### config.mk
export PLATFORM = sky130hd
export DESIGN_NAME = td_core_param
export DESIGN_NICKNAME = d
export VERILOG_FILES = /design/src/rtl/td_core_param.sv
export SDC_FILE = /design/constraint.sdc
export NUM_CORES = 1
export LEC_CHECK = 0
export ABC_AREA = 1
export BUFFER_PORTS_ARGS = -buffer_cell sky130_fd_sc_hd__buf_4
export CORE_MARGIN = 5
export CORE_UTILIZATION = 55
export DETAILED_ROUTE_END_ITERATION = 6
export PLACE_DENSITY = 0.89
export SLEW_MARGIN = 5
export SYNTH_ARGS = -nofsm -noshare
export SYNTH_HDL_FRONTEND = slang
export SYNTH_SLANG_ARGS = --single-unit
### constraint.sdc
create_clock -name clk -period 1.9 [get_ports clk]
set_input_delay 0.57 -clock clk [delete_from_list [all_inputs] [get_ports clk]]
set_output_delay 0.57 -clock clk [all_outputs]
set_load 0.02 [all_outputs]
### src/rtl/td_core_param.sv
// td_core_param: parametrised TD4-style CPU core, FETCH/EXEC FSM over an imem req/valid handshake
// Optional macro TD_CORE_HALT_EN turns opcode 1100 into HLT; otherwise 1100 is a NOP
module td_core_param #(
    parameter int DW = 4,
    parameter int AW = 4
) (
    input  logic          clk,
    input  logic          rst,
    input  logic          run,
    output logic          imem_req,
    output logic [AW-1:0] imem_addr,
    input  logic          imem_valid,
    input  logic [DW+3:0] imem_data,
    input  logic [DW-1:0] sw_in,
    output logic [DW-1:0] out,
    output logic          cf,
    output logic [AW-1:0] ip,
    output logic          instr_done,
    output logic          halted
);
    localparam int XW = (AW > DW) ? AW : DW;
    typedef enum logic {FETCH, EXEC} state_t;
    state_t state, state_n;
    logic [DW+3:0] ir;
    logic [DW-1:0] a, b, imm;
    logic [3:0] op;
    logic [XW-1:0] imm_x;
    logic [AW-1:0] tgt;
    logic exec, hit, hlt;

    assign op = ir[DW+3:DW];
    assign imm = ir[DW-1:0];
    // jump target truncates imm when AW<=DW, zero-extends it otherwise
    assign imm_x = XW'(imm);
    assign tgt = imm_x[AW-1:0];
    assign exec = state == EXEC;
    assign imem_req = (state == FETCH) && run && !halted;
    assign imem_addr = ip;
    assign hit = imem_req && imem_valid;

`ifdef TD_CORE_HALT_EN
    assign hlt = op == 4'b1100;
    always_ff @(posedge clk) begin
        if (rst) halted <= 1'b0;
        else if (exec && hlt) halted <= 1'b1;
    end
`else
    assign hlt = 1'b0;
    assign halted = 1'b0;
`endif

    always_comb begin
        state_n = exec ? FETCH : (hit ? EXEC : FETCH);
    end

    always_ff @(posedge clk) begin
        if (rst) begin
            state <= FETCH;
            a <= '0;
            b <= '0;
            out <= '0;
            ip <= '0;
            cf <= 1'b0;
            ir <= '0;
            instr_done <= 1'b0;
        end else begin
            state <= state_n;
            instr_done <= exec;
            if (hit) ir <= imem_data;
            if (exec) begin
                cf <= 1'b0;
                ip <= hlt ? ip : ip + AW'(1);
                case (op)
                    4'b0000: {cf, a} <= {1'b0, a} + {1'b0, imm};
                    4'b0001: a <= b;
                    4'b0010: a <= sw_in;
                    4'b0011: a <= imm;
                    4'b0100: b <= a;
                    4'b0101: {cf, b} <= {1'b0, b} + {1'b0, imm};
                    4'b0110: b <= sw_in;
                    4'b0111: b <= imm;
                    4'b1001: out <= b;
                    4'b1011: out <= imm;
                    4'b1110: if (!cf) ip <= tgt;
                    4'b1111: ip <= tgt;
                    default: ;
                endcase
            end
        end
    end
endmodule

==> results.yml <==
logic_synthesis:
  synth_top_cell_area_share_pct: 32.1
  total_of_flip_flops_plus_latches_after_synthesis: 27
  syn-cell-area_sq_um: 1690
  synth-warning-count: 0
  synth_seq_area_share_pct: 32.1
  top_area_cells_in_the_synthesized_netlist: "dfxtp_1, nand2_1, nand3_1"
  syn_nets: 270
  post_synth_num_cell_types: 28
  synth_edf_count: 0
  netlist.top_cell.by_area: "dfxtp_1"
  async_reset_ff_share_pct: 0
  syn-instance-count: 243
  avgSynthCellArea_sq_um: 6.94
  synth_ff_type: "dfxtp_1"
clock_tree:
  cts_post_setup_buffers_inserted: 0
  cts.sink_count: 27
  cts_max_path_buffers: 2
  postCtsHoldBufs: 0
  cts.root.buffer_cell: "clkbuf_4"
  cts_tree: "yes"
  ctsResizeCount: 0
  h-tree-depth: 1
  clk_pin_slew_worst_paths_ps: 150
  cts-buffers-inserted: 3
  clock_latency_ps: 330
timing:
  unrepaired_setup_endpoints_after_global_routing: "no"
  setup_viol_count_final: 0
  worst_hold_slack_ps: 486
  fmaxAchievable_mhz: 572
  timing.setup.tns_ps: 0
  final-hold-violation-count: 0
  clock_skew_ps: 8.27
  slew_viol_final: 0
  finalCritPeriodShare_pct: 92.0
  finalWorstPathRequiredPeriod_ps: 1750
worst_setup_path:
  reg2reg_to: "b[1]"
  critical_path_top_delay_cell: "dfxtp_1"
  r2r-start: "ir[0]"
  rrSetupSlack_ps: 230
  critPathCaptureType: "output port"
  rr_worst_depth: 6
  crit_family: "flip-flops"
  worst-path-buf-inv: 1
  critical-path-max-stage-delay_ps: 420
  critical_path_class: "reg -> out"
  critical_path.startpoint: "exec"
  crit_path_max_fanout: 5
  timing.critical_path.arrival_ps: 1180
  path_cells: "nor2_1 -> buf_4"
  startpoint_type: "flip-flop"
  worst-endpoint-required_ps: 1330
global_routing:
  grt_max_degree: 16
  antenna_violations_before_repair: 0
  first_global_vias: 1548
  globalRouteOverflowTotal: 0
  wire_length_of_the_first_global_routing_pass_microns: 7040
  grt_util_all_layers_pct: 21.2
detailed_routing:
  route.final.wire_length_microns: 4420
  route.antenna.remaining_nets: 0
  drt-wirelength-per-cell_microns: 14.5
  detailedRoute.firstPassIterationCount: 4
  vias_per_cell: 5.58
  drc_errors: 0
  initialDrtViolationCount: 68
  routed-via-count: 1702
die:
  ioPinCount: 32
  floorplan.die.width_microns: 65.4
  initial_utilization_pct: 56.1
  die_area_sq_um: 4270
  dieHeight_microns: 65.4
  floorplan.rows: 20
  design.core.area_sq_um: 3000
finish:
  layout_common_cells: "nand2_1, buf_4, dfxtp_1"
  antenna-diode-count: 0
  final_common_cell: "nand2_1"
  nFillCells: 278
  share_of_the_core_filled_with_cells_in_the_final_layout_pct: 65.0
  design.final.nets: 300
  multi_input_logic_area_sq_um: 980
  seqCellArea_sq_um: 541
  area_growth_syn_to_layout_pct: 15.9
  layout-drive-gt1-share_pct: 18.8
flow_run:
  maxCapViolations: 0
placed_design:
  gp_congestion: 1.01
  numPortBuffers: 30
  post_dp_hpwl_microns: 3500
worst_hold_path:
  hp-start: "rst"
  hold-path-endpoint: "b[2]"
  timing.hold.worst.class: "in -> reg"
  min_delay_path_depth: 2
pwr:
  power_per_cell_area_nw_per_um2: 547
  p_leak_nw: 0.908
  max-vdd-ir-drop_v: 0.000424
status:
  run_status: "complete, no violations"
## synth_stat cells (all sizes together) (2+ instances only)
| library cell | number |
|---|---|
| a21oi | 22 |
| buf | 8 |
| dfxtp | 27 |
| fa | 2 |
| ha | 9 |
| inv | 29 |
| nand2 | 58 |
| nand3 | 25 |
| nand4 | 4 |
| nor2 | 20 |
| o211ai | 6 |
| o21ai | 21 |
| o22ai | 2 |
| xnor2 | 2 |
## where the power goes
part           internal [mW]  switching [mW]
combinational         0.0777           0.123
sequential             0.585          0.0267
clock                 0.0791           0.178
## sequential cells by signal, indices dropped and copies added (netlist names)
signal	count
imem_addr	4
cf	1
exec	1
b	4
a	4
instr_done	1
out	4
ir	8
## worst max path at each step
stage | end | cells after the start
6_report | imem_req | 2
5_1_grt | cf | 10
4_1_cts | imem_req | 2
3_5_place_dp | imem_req | 4
3_3_place_gp | imem_req | 4
2_1_floorplan | ir[2] | 6
## final cells by class
class | instances | share of cell area, %
repair buffers | 34 | 13.1
flip-flops and latches | 27 | 27.7
multi-input cells | 178 | 50.2
clock inverters | 1 | 0.256
well taps | 33 | 2.11
inverters | 29 | 5.57
clock buffers | 3 | 1.15
## layer usage
metal  global-route usage, %  up-vias  wire, microns
li1                        -      860              -
met1                    26.6      760           1930
met2                    36.4       68           2100
met3                    2.39       14            241
met4                    9.33        0            148
met5                       0        -              0
## kinds of logic (layout without fill, tap and decap cells)
group | Yosys count | after routing | synth area share (%)
buffers and inverters | 38 | 67 | 9.80
adders and majority gates | 11 | 11 | 9.06
DFF | 27 | 27 | 32.1
AOI/OAI and AO/OA | 52 | 52 | 16.6
xor gates and xnor gates | 3 | 3 | 1.56
other | 1 | 1 | 0.223
and+or+nand+nor | 111 | 111 | 30.7
## stage by stage
step,area (sq um),total power [mW],setup slack [ps],std cells
6_report,1950,1.07,152,305
5_1_grt,1950,1.12,89.0,305
4_1_cts,1950,1.07,160,305
3_5_place_dp,1930,0.818,282,301
3_3_place_gp,1930,0.817,297,301
2_1_floorplan,1690,0.747,254,243
Note: power is estimated with default switching activity, not from simulation.
